## src/rtl/imem_arb_pkg.sv

```systemverilog
// Shared definitions for the program-memory port arbiter.
// Holds the default bus widths, the grant-owner encoding and the
// pending-read state encoding.
package imem_arb_pkg;

    localparam int unsigned ADDR_W_DEF     = 11;
    localparam int unsigned DATA_W_DEF     = 32;
    localparam int unsigned STARVE_MAX_DEF = 8;

    // Winner of the current cycle's arbitration
    typedef enum logic [1:0] {
        OWN_NONE  = 2'd0,
        OWN_FETCH = 2'd1,
        OWN_DBG   = 2'd2
    } owner_e;

    // Access accepted in the previous cycle (1-deep pending register)
    typedef enum logic [1:0] {
        IDLE     = 2'd0,
        FETCH_RD = 2'd1,
        DBG_RD   = 2'd2,
        DBG_WR   = 2'd3
    } state_e;

endpackage : imem_arb_pkg

```

## src/rtl/imem_arb_starve_cnt.sv

```systemverilog
// Saturating count of consecutive cycles fetch lost to debug.
// Ports:
//   clk, rst_n  - clock, async active-low reset
//   i_inc       - fetch was eligible but debug won this cycle
//   i_clr       - fetch granted, not requesting, or halted
//   o_at_max    - count has reached STARVE_MAX
module imem_arb_starve_cnt #(
    parameter int unsigned STARVE_MAX = 8
) (
    input  logic clk,
    input  logic rst_n,
    input  logic i_inc,
    input  logic i_clr,
    output logic o_at_max
);

    localparam int unsigned CNT_W = 8;

    logic [CNT_W-1:0] r_cnt;

    assign o_at_max = (r_cnt == CNT_W'(STARVE_MAX));

    // Clear wins over increment; increment stops at the limit
    always_ff @(posedge clk or negedge rst_n) begin
        if (!rst_n) begin
            r_cnt <= '0;
        end else if (i_clr) begin
            r_cnt <= '0;
        end else if (i_inc && !o_at_max) begin
            r_cnt <= r_cnt + CNT_W'(1);
        end
    end

endmodule : imem_arb_starve_cnt

```

## src/rtl/imem_port_arbiter.sv

```systemverilog
// Shares the single program-memory port between CPU fetch (read-only)
// and the debug unit (read/write). Debug has priority; fetch is forced
// a grant after STARVE_MAX consecutive losses. Reads return one cycle
// after acceptance with a per-requester valid strobe.
// Ports:
//   clk, rst_n                 - clock, async active-low reset
//   i_dbg_halt                 - CPU halted, fetch ineligible
//   i_fetch_* / o_fetch_*      - fetch request, grant, read return
//   i_dbg_* / o_dbg_*          - debug request, grant, read return
//   o_mem_* / i_mem_dout       - memory address, data-in, write, clock gate, data-out
module imem_port_arbiter
    import imem_arb_pkg::*;
#(
    parameter int unsigned ADDR_W     = ADDR_W_DEF,
    parameter int unsigned DATA_W     = DATA_W_DEF,
    parameter int unsigned STARVE_MAX = STARVE_MAX_DEF
) (
    input  logic              clk,
    input  logic              rst_n,
    input  logic              i_dbg_halt,
    input  logic              i_fetch_req,
    input  logic [ADDR_W-1:0] i_fetch_addr,
    output logic              o_fetch_gnt,
    output logic [DATA_W-1:0] o_fetch_rdata,
    output logic              o_fetch_rvalid,
    input  logic              i_dbg_req,
    input  logic              i_dbg_we,
    input  logic [ADDR_W-1:0] i_dbg_addr,
    input  logic [DATA_W-1:0] i_dbg_wdata,
    output logic              o_dbg_gnt,
    output logic [DATA_W-1:0] o_dbg_rdata,
    output logic              o_dbg_rvalid,
    output logic [ADDR_W-1:0] o_mem_addr,
    output logic [DATA_W-1:0] o_mem_din,
    output logic              o_mem_wr,
    output logic              o_mem_hold,
    input  logic [DATA_W-1:0] i_mem_dout
);

    state_e            r_state;
    state_e            w_state_nxt;
    owner_e            w_owner;
    logic [ADDR_W-1:0] r_mem_addr;
    logic [DATA_W-1:0] r_mem_din;
    logic [ADDR_W-1:0] w_addr;
    logic [DATA_W-1:0] w_din;
    logic              w_fetch_elig;
    logic              w_at_max;

    assign w_fetch_elig = i_fetch_req && !i_dbg_halt;

    imem_arb_starve_cnt #(
        .STARVE_MAX (STARVE_MAX)
    ) u_starve_cnt (
        .clk      (clk),
        .rst_n    (rst_n),
        .i_inc    (w_fetch_elig && (w_owner == OWN_DBG)),
        .i_clr    (!w_fetch_elig || (w_owner == OWN_FETCH)),
        .o_at_max (w_at_max)
    );

    // Pending-read owner; dropped by reset so no strobe follows release
    always_ff @(posedge clk or negedge rst_n) begin
        if (!rst_n) begin
            r_state <= IDLE;
        end else begin
            r_state <= w_state_nxt;
        end
    end

    // Last driven address/data, held on idle cycles
    always_ff @(posedge clk or negedge rst_n) begin
        if (!rst_n) begin
            r_mem_addr <= '0;
            r_mem_din  <= '0;
        end else begin
            r_mem_addr <= w_addr;
            r_mem_din  <= w_din;
        end
    end

    // Arbitration, memory drive and next pending state
    always_comb begin
        w_owner     = OWN_NONE;
        w_state_nxt = IDLE;
        w_addr      = r_mem_addr;
        w_din       = r_mem_din;
        o_fetch_gnt = 1'b0;
        o_dbg_gnt   = 1'b0;
        o_mem_wr    = 1'b0;
        o_mem_hold  = 1'b1;

        // Grants are combinational, so mask them while reset is asserted
        if (rst_n) begin
            if (w_fetch_elig && w_at_max) begin
                w_owner = OWN_FETCH;
            end else if (i_dbg_req) begin
                w_owner = OWN_DBG;
            end else if (w_fetch_elig) begin
                w_owner = OWN_FETCH;
            end
        end

        case (w_owner)
            OWN_FETCH: begin
                o_fetch_gnt = 1'b1;
                o_mem_hold  = 1'b0;
                w_addr      = i_fetch_addr;
                w_din       = i_dbg_wdata;
                w_state_nxt = FETCH_RD;
            end
            OWN_DBG: begin
                o_dbg_gnt   = 1'b1;
                o_mem_hold  = 1'b0;
                o_mem_wr    = i_dbg_we;
                w_addr      = i_dbg_addr;
                w_din       = i_dbg_wdata;
                w_state_nxt = i_dbg_we ? DBG_WR : DBG_RD;
            end
            default: ;
        endcase
    end

    assign o_mem_addr     = w_addr;
    assign o_mem_din      = w_din;
    assign o_fetch_rvalid = (r_state == FETCH_RD);
    assign o_dbg_rvalid   = (r_state == DBG_RD);
    assign o_fetch_rdata  = i_mem_dout;
    assign o_dbg_rdata    = i_mem_dout;

endmodule : imem_port_arbiter

```

## config.mk

```make
export PLATFORM = sky130hd
export DESIGN_NAME = imem_port_arbiter
export DESIGN_NICKNAME = d
export VERILOG_FILES = /design/src/rtl/imem_arb_pkg.sv /design/src/rtl/imem_arb_starve_cnt.sv /design/src/rtl/imem_port_arbiter.sv
export SDC_FILE = /design/constraint.sdc
export NUM_CORES = 1
export LEC_CHECK = 0
export CORE_UTILIZATION = 30
export DETAILED_ROUTE_END_ITERATION = 8
export GPL_ROUTABILITY_DRIVEN = 1
export HOLD_SLACK_MARGIN = 0.03
export PLACE_DENSITY = 0.72
export RECOVER_POWER = 25
export SLEW_MARGIN = 25
export SYNTH_ARGS = -nofsm -noshare
export SYNTH_HDL_FRONTEND = slang
export SYNTH_SLANG_ARGS = --single-unit
```

## constraint.sdc

```tcl
create_clock -name clk -period 3.2 [get_ports clk]
set_clock_uncertainty 0.1 [all_clocks]
set_input_delay 0.32 -clock clk [delete_from_list [all_inputs] [get_ports clk]]
set_output_delay 0.32 -clock clk [all_outputs]
set_load 0.02 [all_outputs]
```

==> out/results.ini, run 1 <==
[die]
die-area_um2 = 9601
die_w_um = 97.99
ioPinCount = 205
coreArea_um2 = 8806
initial_core_util_pct = 31.39
rows = 34
dieHeight_um = 97.99

[setup_path]
cp.arrival_ps = 2660
worstSetupPathType = register to primary output
startpoint_type = register
cpPeakStageDelay_ps = 390
end_kind = primary output
path_cells = inv_1, ha_1, nor4b_4, nand2_2, o311ai_4, ha_4, clkbuf_16, mux2_2, clkdlybuf4s15_1
slowest_stage = dfrtp_1
cp.required_ps = 2780
cp_max_fo = 14

[synthesis]
synth-seq-area-share_pct = 47.99
synth.top_cell.area_share_pct = 47.99
ys.flop_type = dfrtp_1
synth_seq_cells = 53
syn_nets = 342
synthArstFlopShare_pct = 100.0
synth.top_cells.by_count = buf_4, dfrtp_1, mux2_2
synthDistinctLibCells = 31
netlist_instances = 245
mappedNetlistArea_um2 = 2764
synth_warnings = 0
synthTopCellsByArea = dfrtp_1, buf_4, mux2_2, a22oi_1, o21ai_0
yosysTopAreaCell = dfrtp_1
syn_area_per_cell_um2 = 11.28
yosysMostFrequentCell = buf_4
synth_edf_count = 0

[timing]
finalHoldViolations = 0
min_period_over_period_pct = 96.20
final.min_clock_period_ps = 3079
maxSlewHeadroom_pct = 54.24
fmax_ghz = 0.3248
tightest_slew_ps = 686.5
slew_viol_final = 0
setup_viol = 0

[clocking]
h-tree-depth = 2
cts_tree = yes
cts.root.buffer_cell = clkbuf_8
clkSlewWorstSetupHoldPaths_ps = 90
insertion_delay_ps = 300
clk_path_buf_depth = 2
clkSinkCount = 53
cts_buffers = 5
postCtsSetupBuffers = 0

[layout]
finalInstanceArea_um2 = 3543
nets = 394
areaGrowthSynthToFinish_pct = 28.20
fillCellCount = 856
final_layout_size_suffix_gt1_share_pct = 32.21
fin_util_pct = 40.24
antenna_cells = 0

[detailed_routing]
routed_wl_um = 6592
drc = 16
viasPerCell = 4.571
wire_per_inst_um = 16.24
firstDrtPassIters = 6
vias = 1856
drtAntennaViolNets = 0
drtIter0Drc = 102

[place]
placed_area_um2 = 3548
dp.final_hpwl_um = 4518
place_congestion = 0.7690
port_buffers = 108

[pwr]
power_frac_seq_pct = 47.0
power_frac_comb_pct = 30.3
p_sw_share_pct = 30.94
p_leak_nw = 1.550
p_sw_w = 0.0005118
power.density_nw_per_um2 = 466.8
internal_power_w = 0.001142
ir_drop_mv = 0.2293
clkPwrFrac_pct = 22.7

[status]
status = complete, but fails checks
failed_checks = design-rule violations

[global_routing]
grt_pass1_vias = 1965
grt_usage_pct = 13.21
grt_max_degree = 57
grt_pass1_wl_um = 9915
antenna_found_initial = 0
grt_remaining_overflow = 0

[run]
maxCapViolCount = 0

[min_path]
hp-class = input pin to async pin

sequential cells by signal, indices dropped and copies added, names as in the netlist:
name / count
r_mem_addr: 11
u_starve_cnt.r_cnt: 8
r_mem_din: 32
r_state: 2
power by group through the flow:
| stage | logic [W] | registers, W | clock network, W |
|---|---|---|---|
| floorplan | 0.000386 | 0.000783 | 0 |
| global placement | 0.000562 | 0.000787 | 0 |
| detailed placement | 0.000567 | 0.000791 | 0 |
| CTS | 0.000504 | 0.000778 | 0.000385 |
| global route | 0.000539 | 0.000787 | 0.000411 |
| finish | 0.000501 | 0.000778 | 0.000375 |
critical path, delay by kind of cell, from the launching register on:
family | cells | cell delay, ps
AOI/OAI and AO/OA | 1 | 270
muxes | 1 | 350
adders and majority gates | 2 | 410
buffers and inverters | 3 | 560
DFF | 1 | 390
and+or+nand+nor | 2 | 390
area by class of cell:
class                   instances  area, um^2  share of cell area [%]
clock inverters                 1       7.507                  0.2119
multi-input cells             115       939.7                   26.52
repair buffers                119        1047                   29.55
inverters                       3       11.26                  0.3178
well taps                     108       135.1                   3.814
flip-flops and latches         53        1326                   37.43
clock buffers                   7       76.32                   2.154
through the flow:
stage               hold WS [ps]  setup TNS, ps  setup WS (ps)  cells  power [W]
finish                     138.2              0          121.5    406   0.001654
floorplan                 -75.59              0          266.6    245   0.001169
global route               193.8         -33.76         -9.456    406   0.001737
global placement           373.1              0          112.2    395   0.001349
detailed placement         381.9              0          78.11    395   0.001358
CTS                        127.3              0          2.801    403   0.001667
cells in the final DEF, fill, tap and decap left out, types with 2 or more instances in the layout:
cell type / instances
dfrtp_1: 53
clkbuf_1: 2
buf_12: 3
clkbuf_16: 2
clkdlybuf4s50_1: 63
clkdlybuf4s15_1: 5
o21ai_0: 14
ha_1: 4
nor2b_1: 2
a21oi_1: 5
inv_1: 3
clkbuf_2: 38
nor2_1: 4
or3_1: 4
a22oi_2: 2
xor2_1: 2
mux2i_1: 2
clkbuf_8: 5
mux2_2: 32
a22oi_1: 9
nand3_1: 2
buf_4: 5
nand2_1: 18
nand4_1: 2
routing by layer:
metal | wire (um) | GRT usage, % | part of all wire, % | vias up
li1 | - | - | - | 869
met2 | 3346 | 21.89 | 51 | 84
met5 | 0 | 0 | 0 | -
met1 | 2591 | 15.55 | 39 | 897
met4 | 63 | 5.245 | 0.96 | 0
met3 | 590 | 4.796 | 9.0 | 6
timing repair:
item	4_1_cts	5_1_grt
endpoints found under the setup margin	43	45
gates resized for setup	43	97
hold buffers	0	0
hold endpoints to repair	0	0
cloned	0	3
pin swaps	0	1
cell families after synthesis:
logic type / after synthesis / share of synthesized area, %
AO/OA/AOI/OAI: 35 / 7.968
XOR/XNOR: 2 / 0.6339
adder cells (fa/ha/maj): 5 / 2.263
buffers and inverters: 77 / 19.47
flip-flops: 53 / 47.99
multiplexers: 34 / 13.76
AND/OR/NAND/NOR: 39 / 7.922
path summary, 6_finish.rpt:
kind	from	end	slack, ps	cells after the start
worst max-delay path	u_starve_cnt.r_cnt[0]	o_mem_din[1]	120	9
min in group clk	r_mem_din[8]	r_mem_din[8]	400	1
max in group asynchronous	rst_n	r_mem_din[12]	2400	2
worst min-delay path	rst_n	r_mem_din[24]	140	2
worst max register to register	u_starve_cnt.r_cnt[0]	u_starve_cnt.r_cnt[3]	880	10
worst min register to register	r_mem_din[8]	r_mem_din[8]	400	1
Power figures use the tool's default switching activity.
==> inputs of run 2 (changes only) <==
--- a/config.mk
+++ b/config.mk
@@ -5,11 +5,12 @@
 export SDC_FILE = /design/constraint.sdc
 export NUM_CORES = 1
 export LEC_CHECK = 0
+export ABC_AREA = 1
 export CORE_UTILIZATION = 30
 export DETAILED_ROUTE_END_ITERATION = 8
 export GPL_ROUTABILITY_DRIVEN = 1
 export HOLD_SLACK_MARGIN = 0.03
-export PLACE_DENSITY = 0.72
+export PLACE_DENSITY = 0.71
 export RECOVER_POWER = 25
 export SLEW_MARGIN = 25
 export SYNTH_ARGS = -nofsm -noshare
==> run 2 against run 1 <==
  * Critical path type unchanged
  * Clock-buffer cell count shrank 1
  * Sequential cell count is the same
  * Largest power group unchanged
  * The run now ends clean
  * Worst hold slack gained 150 ps
  * Synthesized cell count grew 46%
==> out/results.ini, run 2 <==
[pwr]
ir_drop_mv = 0.1775  ; -23%
power_frac_seq_pct = 46.6  ; -0.4 points
p_sw_share_pct = 32.27  ; +1.3 points
internal_power_w = 0.001139  ; -0.28%
p_leak_nw = 1.834  ; +18%
p_sw_w = 0.0005427  ; +6.0%
clkPwrFrac_pct = 23.5  ; +0.8 points
power.density_nw_per_um2 = 463.3  ; -0.74%
power_frac_comb_pct = 29.9  ; -0.4 points

[place]
port_buffers = 108  ; unchanged
place_inst = 509  ; +29%
post-place-ws_ps = 52.53  ; -25.57 ps
placed_area_um2 = 3636  ; +2.5%
place_congestion = 0.8105  ; +5.4%
dp.final_hpwl_um = 4679  ; +3.6%

[detailed_routing]
wire_per_inst_um = 12.53  ; -23%
met1Wirelength_um = 2855  ; +10%
wl_met2_um = 3088  ; -7.7%
drc = 0  ; -16
firstDrtPassIters = 4  ; -2
viasPerCell = 4.324  ; -5.4%
drtIter0Drc = 114  ; +12%
wl_met3_um = 438  ; -26%
routed_wl_um = 6490  ; -1.5%
vias = 2240  ; +21%
top_layer = met4
drtAntennaViolNets = 0  ; unchanged

[timing]
maxSlewHeadroom_pct = 57.58  ; +3.3 points
setup_ws_ps = 209.1  ; +87.61 ps
setup-tns-final_ps = 0  ; unchanged
tightest_slew_ps = 636.3  ; -50.20 ps
final.min_clock_period_ps = 2991  ; -87.61 ps
fmax_ghz = 0.3343  ; +2.9%
min_period_over_period_pct = 93.47  ; -2.7 points
slew_viol_final = 0  ; unchanged
finalHoldViolations = 0  ; unchanged
rsz0062_at_grt = no
setup_viol = 0  ; unchanged

[die]
rows = 35  ; +2.9%
initial_core_util_pct = 30.97  ; -0.42 points
ioPinCount = 205  ; unchanged
die-area_um2 = 9886  ; +3.0%
dieHeight_um = 99.43  ; +1.5%
die_w_um = 99.43  ; +1.5%
coreArea_um2 = 9196  ; +4.4%

[clocking]
cts.root.buffer_cell = clkbuf_8
h-tree-depth = 2  ; unchanged
cts_buffers = 5  ; unchanged
clk_path_buf_depth = 2  ; unchanged
postCtsSetupBuffers = 0  ; unchanged
cts_tree = yes
clkSlewWorstSetupHoldPaths_ps = 100  ; about the same
insertion_delay_ps = 300  ; about the same
clkSinkCount = 53  ; unchanged

[synthesis]
mappedNetlistArea_um2 = 2848  ; +3.0%
synth_warnings = 0  ; unchanged
synth_compound_area_share_pct = 4.613  ; -3.4 points
synth_fa_ha_area_share_pct = 2.197  ; -0.067 points
yosys.area_share.xor_xnor_pct = 0.3076  ; -0.33 points
ys.flop_type = dfrtp_1
netlist_instances = 357  ; +46%
synthArstFlopShare_pct = 100.0  ; unchanged
yosys.area_share.simple_pct = 25.26  ; +17 points
synthMuxAreaShare_pct = 0  ; -14 points
synth_seq_cells = 53  ; unchanged
syn_area_per_cell_um2 = 7.977  ; -29%
yosysMostFrequentCell = nand2_1
synthDistinctLibCells = 20  ; -35%
synth_edf_count = 0  ; unchanged
synth.top_cell.area_share_pct = 46.57  ; -1.4 points
synth_top_family_by_area = simple AND/OR/NAND/NOR gates
synthTopCellsByArea = dfrtp_1, nand2_1, buf_4, a21oi_1, nor2_1
synth.top_cells.by_count = nand2_1, buf_4, dfrtp_1
yosysTopAreaCell = dfrtp_1
synth-seq-area-share_pct = 46.57  ; -1.4 points
syn_nets = 454  ; +33%

[setup_path]
critPathMostFrequentCell = nand2_1
worstSetupPathType = register to primary output
slowest_stage = dfrtp_1
cpPeakStageDelay_ps = 380  ; about the same
cp.arrival_ps = 2570  ; -90 ps
path_cells = inv_1, ha_1, nand3_1, nor2_4, nand2_1, a21oi_2, ha_1, inv_2, buf_12, nand2_1, nand2_1, dlygate4sd2_1
cp.required_ps = 2780  ; about the same
end_kind = primary output
startpoint_type = register
cp_max_fo = 34  ; +20

[layout]
fin_util_pct = 39.47  ; -0.77 points
fillCellCount = 946  ; +11%
finalInstanceArea_um2 = 3630  ; +2.4%
nets = 503  ; +28%
layout_common_cells = nand2_1, clkdlybuf4s50_1, dfrtp_1, a21oi_1, clkbuf_2
largest_reg_flops = 32  ; unchanged
top_register = r_mem_din
fin_cells = 518  ; +28%
antenna_cells = 0  ; unchanged
reg.largest.list = r_mem_din: 32 flops, r_mem_addr: 11 flops, u_starve_cnt.r_cnt: 8 flops
final_layout_size_suffix_gt1_share_pct = 11.55  ; -21 points
areaGrowthSynthToFinish_pct = 27.46
layout_commonest_cell = nand2_1

[global_routing]
grt_remaining_overflow = 0  ; unchanged
grt_usage_pct = 13.74  ; +0.53 points
grt_max_degree = 50  ; -12%
grt_pass1_wl_um = 10780  ; +8.8%
grt_pass1_vias = 2271  ; +16%
antenna_found_initial = 0  ; unchanged

[run]
maxCapViolCount = 0  ; unchanged

[status]
status = complete, no violations

[min_path]
hp-class = input pin to async pin

## run 2: changes by cell type in the layout (fill, tap and decap cells not counted), moves of 16 or more
cell / change
mux2_2: -32
a21oi_1: +18
clkbuf_2: -16
nor2_1: +17
dlygate4sd2_1: +16
nand2_1: +122
## run 2: per-layer routing
metal,GRT usage (%),vias to the layer above
met1,17.03,1017
met4,5.317,0
li1,-,1130
met3,3.443,25
met2,23.02,68
met5,0,-
## run 2: final timing paths
check / cells past startpoint / startpoint / to / slack (ps)
min reg2reg: 2 / r_mem_din[21] / r_mem_din[21] / 380
max reg2reg: 13 / u_starve_cnt.r_cnt[0] / u_starve_cnt.r_cnt[1] / 830
max: 12 / u_starve_cnt.r_cnt[0] / o_mem_din[16] / 210
min in group clk: 2 / r_mem_din[21] / r_mem_din[21] / 380
min: 2 / rst_n / r_mem_addr[2] / 290
max in group asynchronous: 3 / rst_n / r_mem_din[14] / 1820
## run 2: what timing repair did
action | 4_1_cts | 5_1_grt
endpoints found under the hold margin | 4 | 0
hold buffers | 1 | 0
resized for setup | 44 | 51
pin swaps | 0 | 0
setup endpoints to repair | 44 | 36
## run 2: kinds of logic after synthesis
kind of cell	after synthesis
flops	53
buf+inv	95
simple gates	178
xor+xnor	1
fa+ha+maj	5
compound gates	25
## run 2: per-stage QoR
| stage | hold slack [ps] | power, W |
|---|---|---|
| finish | 289.1 | 0.001682 |
| global route | 294.6 | 0.001789 |
| detailed placement | 86.59 | 0.001380 |
| floorplan | -75.59 | 0.001175 |
| global placement | 84.13 | 0.001372 |
| CTS | 270.0 | 0.001729 |
## run 2: cell type report
cell class	instances	area, um^2	share of cell area, %
Sequential cell	53	1326	36.54
Timing Repair Buffer	117	1054	29.02
Multi-Input combinational cell	209	939.7	25.89
Tap cell	111	138.9	3.826
Clock buffer	6	82.58	2.275
Inverter	20	75.07	2.068
Clock inverter	2	13.76	0.3792
## run 2: critical path, delay by kind of cell (launching register included)
kind	cells	cell delay, ps
AND/OR/NAND/NOR	5	520
buffers and inverters	4	720
flip-flops	1	380
AO/OA/AOI/OAI	1	170
adder cells (fa/ha/maj)	2	480
## run 2: power groups by stage
stage | logic, W | clock network [W] | registers (W)
global route | 0.000551 | 0.000447 | 0.000791
floorplan | 0.000385 | 0 | 0.000790
detailed placement | 0.000585 | 0 | 0.000796
finish | 0.000503 | 0.000395 | 0.000784
global placement | 0.000578 | 0 | 0.000794
CTS | 0.000522 | 0.000424 | 0.000784
==> inputs of run 3 (changes only) <==
--- a/config.mk
+++ b/config.mk
@@ -10,7 +10,7 @@
 export DETAILED_ROUTE_END_ITERATION = 8
 export GPL_ROUTABILITY_DRIVEN = 1
 export HOLD_SLACK_MARGIN = 0.03
-export PLACE_DENSITY = 0.71
+export PLACE_DENSITY = 0.79
 export RECOVER_POWER = 25
 export SLEW_MARGIN = 25
 export SYNTH_ARGS = -nofsm -noshare
==> constraint.sdc (replaced) <==
create_clock -name clk -period 3.1 [get_ports clk]
set_clock_uncertainty 0.1 [all_clocks]
set_input_delay 0.31 -clock clk [delete_from_list [all_inputs] [get_ports clk]]
set_output_delay 0.31 -clock clk [all_outputs]
set_load 0.02 [all_outputs]
==> run 3 against run 2 <==
  * Via count grew 3.8%
  * Register-to-register slack lost 110 ps
  * Worst hold slack got worse by 2.8 ps
  * Global-route usage is 0.52 points higher
  * Critical path type unchanged
  * Non-clock buffer count rose by 5
  * Clock-buffer cell count did not move
  * Clock power about the same
  * Largest cell class unchanged
  * Combinational power rose by 5.6%
  * Cell area shrank 0.41%
  * Die area unchanged
  * Critical endpoint is now o_fetch_gnt
==> out/results.ini, run 3 (synthesis results as in run 2) <==
[setup_path]
startpoint_type = register
regToRegSetupSlack_ps = 720  ; -110 ps
worstSetupPathType = register to primary output
reg2reg_from = u_starve_cnt.r_cnt[0]
r2r_end = u_starve_cnt.r_cnt[7]
end_kind = primary output
path_cells = inv_1, ha_1, nand3_1, nor2_4, nand2_1, a21oi_2, ha_1, buf_4, clkdlybuf4s50_1
slowest_stage = clkdlybuf4s50_1
cp.arrival_ps = 2500  ; -70 ps
critPathTopFamily = buffers and inverters
cp.buffers_inverters = 3  ; -1
cpPeakStageDelay_ps = 620  ; +240 ps
cp.required_ps = 2690  ; -90 ps
cp_max_fo = 4  ; -88%
r2r_cells = 13  ; unchanged
cp.depth = 9  ; -3
critPathMostFrequentCell = ha_1

[pwr]
ir_drop_mv = 0.2581  ; +45%
p_leak_nw = 1.851  ; +0.92%
power.density_nw_per_um2 = 480.7  ; +3.7%
clkPwrFrac_pct = 22.9  ; -0.6 points
internal_power_w = 0.001157  ; +1.6%
total_power_w = 0.001737  ; +3.3%
power_frac_comb_pct = 30.6  ; +0.7 points
power_frac_seq_pct = 46.5  ; about the same
p_sw_w = 0.0005803  ; +6.9%
p_sw_share_pct = 33.40  ; +1.1 points

[run]
maxCapViolCount = 0  ; unchanged

[layout]
antenna_cells = 0  ; unchanged
reg.largest.list = r_mem_din: 32 flops, r_mem_addr: 11 flops, u_starve_cnt.r_cnt: 8 flops
final_layout_size_suffix_gt1_share_pct = 18.45  ; +6.9 points
fillCellCount = 952  ; +0.63%
finalInstanceArea_um2 = 3615  ; -0.41%
fin_util_pct = 39.31  ; -0.16 points
nets = 508  ; +0.99%
layout_commonest_cell = nand2_1
top_register = r_mem_din
largest_reg_flops = 32  ; unchanged
areaGrowthSynthToFinish_pct = 26.93
layout_common_cells = nand2_1, clkdlybuf4s50_1, dfrtp_1, clkbuf_2, nor2_1

[clocking]
insertion_delay_ps = 300  ; about the same
cts.root.buffer_cell = clkbuf_8
cts_tree = yes
clkSlewWorstSetupHoldPaths_ps = 100  ; about the same
h-tree-depth = 2  ; unchanged
cts_buffers = 5  ; unchanged
clkSinkCount = 53  ; unchanged
clk_path_buf_depth = 2  ; unchanged

[die]
coreArea_um2 = 9196  ; unchanged
rows = 35  ; unchanged
die_w_um = 99.43  ; unchanged
dieHeight_um = 99.43  ; unchanged
die-area_um2 = 9886  ; unchanged
initial_core_util_pct = 30.97  ; unchanged
ioPinCount = 205  ; unchanged

[detailed_routing]
drtAntennaViolNets = 0  ; unchanged
drc = 0  ; unchanged
vias = 2324  ; +3.8%
firstDrtPassIters = 4  ; unchanged
routed_wl_um = 6834  ; +5.3%
viasPerCell = 4.444  ; +2.8%
wire_per_inst_um = 13.07  ; +4.3%
drtIter0Drc = 88  ; -23%

[timing]
fmax_ghz = 0.3434
final.min_clock_period_ps = 2912
min_period_over_period_pct = 93.94
setup_viol = 0  ; unchanged
slew_viol_final = 0  ; unchanged
setup_ws_ps = 187.8  ; -21.23 ps
tightest_slew_ps = 598.0  ; -38.24 ps
finalHoldViolations = 0  ; unchanged
maxSlewHeadroom_pct = 60.13  ; +2.5 points

[status]
status = complete, no violations

[place]
dp.final_hpwl_um = 5146  ; +10%
place_congestion = 0.7983  ; -1.5%
post-place-ws_ps = -41.42  ; -93.95 ps
port_buffers = 108  ; unchanged
placed_area_um2 = 3654  ; +0.48%

[global_routing]
grt_max_degree = 50  ; unchanged
grt_remaining_overflow = 0  ; unchanged
grt_pass1_vias = 2345  ; +3.3%
grt_usage_pct = 14.25  ; +0.52 points
grt_pass1_wl_um = 11170  ; +3.6%
antenna_found_initial = 0  ; unchanged

[min_path]
hp-class = input pin to async pin

run 3: repair_timing:
item                       4_1_cts  5_1_grt
resized for setup               51      105
hold buffers                     1        0
hold endpoints to repair         4        0
setup buffers                    0        1
pin swaps                        0        0
setup endpoints to repair       44       46
run 3: worst register-to-register path, delay by kind of cell, from the launching register on:
kind | cells | cell delay, ps
buffers and inverters | 4 | 490
DFF | 1 | 390
adders and majority gates | 2 | 390
and+or+nand+nor | 6 | 750
AOI/OAI and AO/OA | 1 | 170
run 3: metal layers:
layer | global-route usage (%) | vias up | wire length [um] | part of all wire [%]
met5 | 0 | - | 0 | 0
met4 | 5.090 | 0 | 139 | 2.0
met3 | 3.935 | 30 | 500 | 7.3
met2 | 25.27 | 79 | 3458 | 51
met1 | 16.45 | 1078 | 2735 | 40
li1 | - | 1137 | - | -
run 3: metrics by stage:
step	hold WS, ps	std cells	setup TNS, ps
finish	286.3	523	0
CTS	299.0	522	0
detailed placement	60.01	513	-434.6
global placement	51.19	513	-8.511
global route	305.9	523	-32.93
floorplan	-85.59	357	0
run 3: worst max path at each step:
stage,from,slack (ps),endpoint
floorplan,u_starve_cnt.r_cnt[0],370,o_mem_addr[10]
global placement,i_dbg_halt,-9,o_mem_addr[0]
detailed placement,i_dbg_halt,-40,o_mem_addr[6]
CTS,u_starve_cnt.r_cnt[0],2,o_mem_addr[3]
global route,u_starve_cnt.r_cnt[0],-20,o_fetch_gnt
finish,u_starve_cnt.r_cnt[0],190,o_fetch_gnt
run 3: final cells by class:
| cell class | count | area (um^2) | share of cell area, % |
|---|---|---|---|
| Multi-Input combinational cell | 209 | 958.4 | 26.51 |
| Inverter | 20 | 77.57 | 2.146 |
| Clock inverter | 2 | 13.76 | 0.3808 |
| Tap cell | 111 | 138.9 | 3.842 |
| Sequential cell | 53 | 1326 | 36.69 |
| Timing Repair Buffer | 122 | 1027 | 28.42 |
| Clock buffer | 6 | 72.57 | 2.008 |
run 3: power by group through the flow:
stage          clock network, W  logic (W)  registers [W]
3_3_place_gp                  0   0.000602       0.000818
4_1_cts                0.000417   0.000549       0.000808
3_5_place_dp                  0   0.000609       0.000822
5_1_grt                0.000443   0.000581       0.000818
6_report               0.000398   0.000531       0.000808
2_1_floorplan                 0   0.000397       0.000815
